[src/rtl/conv55_seq_ctrl.sv]
// conv55_seq_ctrl: byte-stream sequencer for the 5x5 convolution engine.
// A kernel load (25 weights) is followed by any number of 25-pixel windows.
// Both operand sets are held in registers feeding the purely combinational
// engine. The engine sum is captured ENG_LAT cycles after the last pixel and
// returned on a valid/ready output port.
module conv55_seq_ctrl #(
  parameter int DATA_W  = 8,
  parameter int TAPS    = 25,
  parameter int OUT_W   = 18,
  parameter int ENG_LAT = 1
) (
  input  logic                     clk,
  input  logic                     rst,
  input  logic                     kload,
  input  logic                     in_valid,
  output logic                     in_ready,
  input  logic [DATA_W-1:0]        in_data,
  output logic [TAPS*DATA_W-1:0]   kernel_bus,
  output logic [TAPS*DATA_W-1:0]   window_bus,
  input  logic [OUT_W-1:0]         eng_sum,
  output logic                     out_valid,
  input  logic                     out_ready,
  output logic [OUT_W-1:0]         out_data,
  output logic                     k_loaded,
  output logic                     busy
);

  localparam int BUS_W = TAPS * DATA_W;
  localparam int CNT_W = (TAPS > 1) ? $clog2(TAPS) : 1;
  localparam logic [CNT_W-1:0] LAST_TAP = CNT_W'(TAPS - 1);
  localparam logic [CNT_W-1:0] FIRST_NXT = CNT_W'(1);
  localparam logic [3:0] LAT_INIT = 4'(ENG_LAT);

  localparam logic [2:0] S_IDLE   = 3'd0;
  localparam logic [2:0] S_LOAD_K = 3'd1;
  localparam logic [2:0] S_LOAD_W = 3'd2;
  localparam logic [2:0] S_WAIT   = 3'd3;
  localparam logic [2:0] S_OUT    = 3'd4;

  logic [2:0]       state;
  logic [2:0]       state_nxt;
  logic [CNT_W-1:0] tap_cnt;
  logic [3:0]       wait_cnt;
  logic             in_fire;
  logic             out_fire;
  logic             last_tap;
  logic             capture;

  // Replace one DATA_W lane of a packed operand bus; other lanes untouched.
  function automatic logic [BUS_W-1:0] put_tap(
    input logic [BUS_W-1:0]  bus,
    input logic [CNT_W-1:0]  idx,
    input logic [DATA_W-1:0] val
  );
    logic [BUS_W-1:0] res;
    res = bus;
    for (int i = 0; i < TAPS; i++) begin
      if (idx == CNT_W'(i)) begin
        res[i*DATA_W +: DATA_W] = val;
      end
    end
    return res;
  endfunction

  // Input acceptance: kload wins over a simultaneous pixel in IDLE, and
  // pixels are refused until a complete kernel is resident.
  always_comb begin
    in_ready = 1'b0;
    case (state)
      S_IDLE:   in_ready = k_loaded & ~kload;
      S_LOAD_K: in_ready = 1'b1;
      S_LOAD_W: in_ready = 1'b1;
      default:  in_ready = 1'b0;
    endcase
  end

  // Handshake and sequencing qualifiers shared by the registered logic.
  always_comb begin
    in_fire  = in_valid & in_ready;
    out_fire = out_valid & out_ready;
    last_tap = (tap_cnt == LAST_TAP);
    capture  = (state == S_WAIT) && (wait_cnt == 4'd1);
  end

  // Next-state decode.
  always_comb begin
    state_nxt = state;
    case (state)
      S_IDLE: begin
        if (kload) begin
          state_nxt = S_LOAD_K;
        end else if (in_fire) begin
          state_nxt = S_LOAD_W;
        end
      end
      S_LOAD_K: begin
        if (in_fire && last_tap) begin
          state_nxt = S_IDLE;
        end
      end
      S_LOAD_W: begin
        if (in_fire && last_tap) begin
          state_nxt = S_WAIT;
        end
      end
      S_WAIT: begin
        if (capture) begin
          state_nxt = S_OUT;
        end
      end
      S_OUT: begin
        if (out_fire) begin
          state_nxt = S_IDLE;
        end
      end
      default: state_nxt = S_IDLE;
    endcase
  end

  // State and busy flag; busy mirrors the registered state.
  always_ff @(posedge clk) begin
    if (rst) begin
      state <= S_IDLE;
      busy  <= 1'b0;
    end else begin
      state <= state_nxt;
      busy  <= (state_nxt != S_IDLE);
    end
  end

  // Tap counter: advances only on accepted bytes; tap 0 of a window is
  // taken in IDLE, so the window count resumes at 1 in LOAD_W.
  always_ff @(posedge clk) begin
    if (rst) begin
      tap_cnt <= '0;
    end else begin
      case (state)
        S_IDLE: begin
          if (kload) begin
            tap_cnt <= '0;
          end else if (in_fire) begin
            tap_cnt <= FIRST_NXT;
          end
        end
        S_LOAD_K, S_LOAD_W: begin
          if (in_fire) begin
            tap_cnt <= last_tap ? '0 : tap_cnt + FIRST_NXT;
          end
        end
        default: tap_cnt <= tap_cnt;
      endcase
    end
  end

  // Engine settling counter, armed by the last pixel of a window.
  always_ff @(posedge clk) begin
    if (rst) begin
      wait_cnt <= '0;
    end else if ((state == S_LOAD_W) && in_fire && last_tap) begin
      wait_cnt <= LAT_INIT;
    end else if (state == S_WAIT) begin
      wait_cnt <= wait_cnt - 4'd1;
    end
  end

  // Kernel residency: cleared when a reload starts, set by weight 24.
  always_ff @(posedge clk) begin
    if (rst) begin
      k_loaded <= 1'b0;
    end else if ((state == S_IDLE) && kload) begin
      k_loaded <= 1'b0;
    end else if ((state == S_LOAD_K) && in_fire && last_tap) begin
      k_loaded <= 1'b1;
    end
  end

  // Weight register file; window traffic never touches it.
  always_ff @(posedge clk) begin
    if (rst) begin
      kernel_bus <= '0;
    end else if ((state == S_LOAD_K) && in_fire) begin
      kernel_bus <= put_tap(kernel_bus, tap_cnt, in_data);
    end
  end

  // Pixel register file; every window rewrites all taps from tap 0.
  always_ff @(posedge clk) begin
    if (rst) begin
      window_bus <= '0;
    end else if ((state == S_IDLE) && in_fire) begin
      window_bus <= put_tap(window_bus, '0, in_data);
    end else if ((state == S_LOAD_W) && in_fire) begin
      window_bus <= put_tap(window_bus, tap_cnt, in_data);
    end
  end

  // Result register: engine sum taken as-is, held until the handshake.
  always_ff @(posedge clk) begin
    if (rst) begin
      out_data  <= '0;
      out_valid <= 1'b0;
    end else if (capture) begin
      out_data  <= eng_sum;
      out_valid <= 1'b1;
    end else if (out_fire) begin
      out_valid <= 1'b0;
    end
  end

endmodule

[config.mk]
export PLATFORM = sky130hd
export DESIGN_NAME = conv55_seq_ctrl
export DESIGN_NICKNAME = d
export VERILOG_FILES = /design/src/rtl/conv55_seq_ctrl.sv
export SDC_FILE = /design/constraint.sdc
export NUM_CORES = 1
export LEC_CHECK = 0
export CAP_MARGIN = 20
export CORE_MARGIN = 5
export CORE_UTILIZATION = 54
export CTS_BUF_LIST = sky130_fd_sc_hd__clkbuf_4 sky130_fd_sc_hd__clkbuf_8
export DETAILED_ROUTE_END_ITERATION = 8
export PLACE_DENSITY = 0.95
export SLEW_MARGIN = 25
export SYNTH_ARGS = -nofsm -noshare
export SYNTH_HDL_FRONTEND = slang
export SYNTH_SLANG_ARGS = --single-unit
[constraint.sdc]
create_clock -name clk -period 4.75 [get_ports clk]
set_input_delay 0.95 -clock clk [delete_from_list [all_inputs] [get_ports clk]]
set_output_delay 0.95 -clock clk [all_outputs]
set_load 0.01 [all_outputs]
==> impl_metrics.json, run 1 <==
{
  "status": "finished, final reports clean",
  "cts_tree": "yes",
  "maxSlewHeadroom_pct": 37.9,
  "avgSynthCellArea_um2": 10.2,
  "grt_overflow": 0,
  "critPathKind": "in -> out",
  "yosysUniqueCellTypes": 56,
  "dr.pass1.iters": 7,
  "cts_buffer_depth": 3,
  "synth-adder-area-share_pct": 0.535,
  "final_max_slew_viol_count": 0,
  "synth_top_family_by_area": "multiplexers",
  "fillers": 1786,
  "rsz0062_at_grt": "no",
  "antenna_found_initial": 0,
  "dp_hpwl_um": 35100,
  "ant_nets": 0,
  "crit_buf_inv": 2,
  "area_delta_synth_final_pct": 36.1,
  "cp_max_fo": 4,
  "synth_compound_area_share_pct": 2.78,
  "fmax_ghz": 0.283,
  "cts_repair_resize_count": 0,
  "reg2reg_slack_ns": 1.98,
  "crit_chain": "clkdlybuf4s50_1, nor2b_1, nor3_1, a211oi_1, clkdlybuf4s50_1",
  "n_antenna_cell": 0,
  "pwr_density_cell_nw_per_um2": 317,
  "first_iter_violations": 877,
  "routabilityCongestion": 0.868,
  "coreArea_um2": 29800,
  "synth_edf_count": 0,
  "numClockSinks": 433,
  "io_pins": 453,
  "numCtsBuffers": 68,
  "synth_commonest_cells": "dfxtp_1, nor2_1, mux2i_1, clkbuf_1, nand2_1",
  "die_area_um2": 33900,
  "path_clk_slew_ns": 0.06,
  "die_y_um": 184,
  "slowest_delay_ns": 0.61,
  "initial_utilization_pct": 55.0,
  "critPathTopFamily": "buffers and inverters",
  "min_path_type": "reg -> reg",
  "clock-root-buffer": "clkbuf_8",
  "syn_area_um2": 16400,
  "grt_max_degree": 150,
  "grt_usage_pct": 31.3,
  "die_x_um": 184,
  "synth_seq_cells": 433,
  "yosysSeqAreaShare_pct": 52.9,
  "setup.worst_path.end_class": "output port",
  "yosysWarnings": 0,
  "yosys.area.top_type": "dfxtp_1",
  "cp_slowest_cell": "clkdlybuf4s50_1",
  "syn_inst": 1607,
  "holdBufCountCts": 0,
  "layout.nets": 2055,
  "fin_setup_tns_ns": 0,
  "min_period_ns": 3.53,
  "skew_ns": 0.0301,
  "layout-drive-gt1-share_pct": 9.60,
  "viasPerCell": 5.61,
  "hold_violations": 0,
  "synth_most_common_cell": "dfxtp_1",
  "finalSetupViolCount": 0,
  "synthXorXnorAreaFrac_pct": 0.214,
  "synth_mux_area_share_pct": 22.5,
  "worstPathRequired_ns": 3.80,
  "drc_errors": 0,
  "placed_area_um2": 21000,
  "crit_path_frequent_cell": "clkdlybuf4s50_1",
  "synth.top_cell.area_share_pct": 52.9,
  "fin_crit_sh_pct": 74.3,
  "vdd_drop_max_mv": 0.232,
  "grt_pass1_vias": 14400,
  "clk_latency_ns": 0.57,
  "p_leak_nw": 9.71,
  "grt_pass1_wl_um": 83700,
  "drv_cap": 0,
  "synthArstFlopShare_pct": 0,
  "num_vias": 13800,
  "critPathLaunchType": "primary input",
  "post_cts_buffers": 0,
  "synthSimpleGateAreaFrac_pct": 17.3,
  "fp-row-count": 63,
  "fin_area_um2": 22300,
  "worstPathArrival_ns": 2.58,
  "syn_nets": 1645,
  "synth-main-ff-cell": "dfxtp_1",
  "cts-htree-levels": 3,
  "port_buffers": 452,
  "worst_pin_slew_ns": 0.932,
  "yosys-top-cells-area": "dfxtp_1, mux2i_1, nor2_1, clkbuf_1, nand2_1",
  "post_drt_wl_per_cell_um": 22.4,
  "wirelength_um": 55000
}
-- layer usage --
metal / global-route usage [%] / share of wire, % / up-vias
li1: - / - / 6206
met3: 9.91 / 9.5 / 175
met5: 0 / 0 / -
met2: 51.8 / 47 / 692
met4: 17.0 / 5.5 / 0
met1: 36.1 / 38 / 6678
-- cell type report --
cell class                      instances  area [µm²]  share of cell area [%]
Timing Repair Buffer                  472        4660                    20.9
Sequential cell                       433        8670                    38.9
Multi-Input combinational cell       1035        7110                    31.9
Clock inverter                          8        56.3                   0.252
Clock buffer                          107        1290                    5.79
Tap cell                              390         488                    2.19
Inverter                                7        26.3                   0.118
-- placed cells by master (no fill, tap or decap), types with 8 or more instances in the layout --
cell / n
a21oi_1: 57
buf_2: 8
buf_4: 18
clkbuf_4: 29
clkbuf_8: 78
clkdlybuf4s50_1: 443
dfxtp_1: 432
mux2i_1: 369
nand2_1: 80
nand3_1: 25
nand3_2: 15
nand3_4: 9
nor2_1: 377
nor2b_1: 8
nor3_4: 14
o21ai_0: 11
-- cells by family (layout without fill, tap and decap cells) --
kind of cell | Yosys count | after routing
flip-flops | 433 | 433
multiplexers | 369 | 369
XOR/XNOR | 4 | 4
buffers and inverters | 139 | 594
AND/OR/NAND/NOR | 573 | 573
adder cells (fa/ha/maj) | 7 | 7
AO/OA/AOI/OAI | 82 | 82
-- per-stage QoR --
step	hold WS, ns	power [mW]	instances	utilization [%]	setup slack, ns
after floorplan	0.481	3.88	1607	-	2.30
after global placement	0.442	3.98	2337	70.3	1.23
after detailed placement	0.446	3.98	2337	70.3	1.16
after CTS	0.454	7.09	2452	74.8	1.21
after global routing	0.478	7.30	2452	74.8	1.11
final	0.452	7.06	2452	74.8	1.22
-- worst reg2reg max path: cells and delay by family (launching register included) --
kind	cells	cell delay (ns)
flip-flops	1	0.64
multiplexers	1	0.32
AND/OR/NAND/NOR	3	1.67
-- power breakdown --
group,switching (mW),internal [mW]
logic,0.196,0.0669
registers,0.00737,3.64
clock network,1.43,1.73
-- final timing paths --
path                         from              end  depth (start not counted)
setup reg to reg         state[1]  window_bus[119]                          4
hold reg to reg   window_bus[126]  window_bus[126]                          2
setup / recovery            kload         in_ready                          5
hold / removal    window_bus[126]  window_bus[126]                          2
-- flip-flops by register name, summed over array words and instances, names as in the netlist --
register and count:
state 3, wait_cnt 4, out_data 18, window_bus 200, k_loaded 1, out_valid 1
busy 1, tap_cnt 5, kernel_bus 200
Power figures use the tool's default switching activity.
==> inputs of run 2 (changes only) <==
Settings changed: CORE_UTILIZATION 54 to 50.
Clock period 4.75 ns to 3.5 ns, I/O delays scaled along.
==> run 2 against run 1 <==
  * First-iteration DRC count is 2.1% higher
  * Clock skew is 0.00069 ns lower
  * Clock power is 50% higher
  * Wire length is 1.7% higher
  * Core utilization is 5.0 points lower
  * Via count hardly changed
  * Sequential share of layout area is 0.61 points lower
  * Cell area is 1.6% higher
  * Non-clock buffer count is 6 higher
  * Total power is 42% higher
  * Setup slack worse by 0.74 ns
  * Largest power group unchanged
  * Highest routed layer unchanged
==> impl_metrics.json, run 2 (synthesis results as in run 1) <==
{
  "viasPerCell": 5.45,
  "routabilityCongestion": 0.857,
  "die_x_um": 191,
  "p_sw_share_pct": 23.4,
  "first_iter_violations": 895,
  "cts-htree-levels": 3,
  "io_pins": 453,
  "ant_nets": 0,
  "worstPathRequired_ns": 2.80,
  "num_vias": 13700,
  "p_int_mw": 7.70,
  "setup_slack_ns": 0.485,
  "fin_cells": 2520,
  "dp_slack_ns": 0.375,
  "cts_repair_resize_count": 0,
  "fillers": 2173,
  "die_area_um2": 36500,
  "layout.nets": 2063,
  "grt_pass1_vias": 14700,
  "cts_tree": "yes",
  "drc_errors": 0,
  "grt_max_degree": 119,
  "maxSlewHeadroom_pct": 38.6,
  "fin_setup_tns_ns": 0,
  "final_common_cell": "clkdlybuf4s50_1",
  "holdBufCountCts": 0,
  "skew_ns": 0.0294,
  "critPathLaunchType": "primary input",
  "pwr_density_cell_nw_per_um2": 444,
  "dp_hpwl_um": 36000,
  "min_period_ns": 3.02,
  "post_cts_buffers": 0,
  "clkPwrFrac_pct": 47.1,
  "timing.rr.end": "kernel_bus[63]",
  "numCtsBuffers": 70,
  "holdPathStages": 2,
  "critPathKind": "in -> out",
  "drv_cap": 0,
  "fin_area_um2": 22700,
  "path_clk_slew_ns": 0.05,
  "layout-drive-gt1-share_pct": 10.4,
  "top_regs": "kernel_bus: 200 flops, window_bus: 200 flops, out_data: 18 flops",
  "wirelength_um": 56000,
  "placed_cells": 2395,
  "cp_max_fo": 4,
  "cts_buffer_depth": 3,
  "area_delta_synth_final_pct": 38.3,
  "numClockSinks": 433,
  "holdPathEnd": "window_bus[120]",
  "worstPathArrival_ns": 2.32,
  "fin_crit_sh_pct": 86.1,
  "multiInputGateArea_um2": 7110,
  "p_comb_share_pct": 3.7,
  "grt_pass1_wl_um": 85000,
  "placed_area_um2": 21100,
  "reg2reg_slack_ns": 0.96,
  "post_drt_wl_per_cell_um": 22.2,
  "grt_overflow": 0,
  "fp-row-count": 66,
  "n_antenna_cell": 0,
  "p_leak_nw": 9.85,
  "die_y_um": 191,
  "min_path_type": "reg -> reg",
  "vdd_drop_max_mv": 0.389,
  "final_max_slew_viol_count": 0,
  "reg2reg_from": "tap_cnt[2]",
  "worst_pin_slew_ns": 0.918,
  "status": "finished, final reports clean",
  "fmax_ghz": 0.332,
  "antenna_found_initial": 0,
  "grt_usage_pct": 29.7,
  "seqPwrFrac_pct": 49.2,
  "final_cell_mix": "clkdlybuf4s50_1, dfxtp_1, nor2_1",
  "rsz0062_at_grt": "no",
  "port_buffers": 452,
  "p_sw_mw": 2.35,
  "setup.worst_path.end_class": "output port",
  "clock-root-buffer": "clkbuf_8",
  "coreArea_um2": 32500,
  "hold_violations": 0,
  "ff_latch_area_um2": 8670,
  "initial_utilization_pct": 50.5,
  "finalSetupViolCount": 0,
  "r2r_cells": 4,
  "clk_latency_ns": 0.60,
  "dr.pass1.iters": 5,
  "hold_start": "window_bus[120]"
}
## run 2: power by group through the flow
stage               Clock (mW)  Sequential (mW)  Combinational [mW]
floorplan                    0             5.06               0.213
global placement             0             5.06               0.360
detailed placement           0             5.06               0.365
CTS                       4.79             4.95               0.367
global route              5.07             4.95               0.391
finish                    4.73             4.95               0.372
## run 2: routing by layer
metal | up-vias | GRT usage [%] | part of all wire (%) | wire [µm]
met1 | 6698 | 34.2 | 38 | 21400
li1 | 6221 | - | - | -
met3 | 148 | 9.30 | 9.3 | 5210
met5 | - | 0 | 0 | 0
met2 | 677 | 50.0 | 48 | 26800
met4 | 0 | 14.7 | 4.5 | 2510
## run 2: worst max-delay path by stage
stage,start,to,cells past startpoint
after floorplan,kload,in_ready,3
after global placement,in_valid,kernel_bus[150],5
after detailed placement,in_valid,kernel_bus[56],5
after CTS,kload,in_ready,5
after global routing,kload,in_ready,5
final,kload,in_ready,5
## run 2: cell type report
class / count / area share, %
multi-input combinational: 1035 / 31.4
clock buffer: 112 / 6.25
timing repair buffer: 478 / 21.0
sequential: 433 / 38.3
clock inverter: 13 / 0.530
tap: 442 / 2.44
inverter: 7 / 0.116
## run 2: through the flow
stage          util (%)  hold slack, ns  total power, mW
2_1_floorplan         -           0.481             5.27
3_3_place_gp       65.1           0.443             5.42
3_5_place_dp       65.1           0.447             5.42
4_1_cts            69.8           0.455             10.1
5_1_grt            69.8           0.478             10.4
6_report           69.8           0.453             10.1
## run 2: worst max-delay path, stage by stage
cell             delay (ns)
clkdlybuf4s50_1        0.49
nor2b_1                0.25
nor3_1                 0.07
a211oi_1               0.21
clkdlybuf4s50_1        0.59
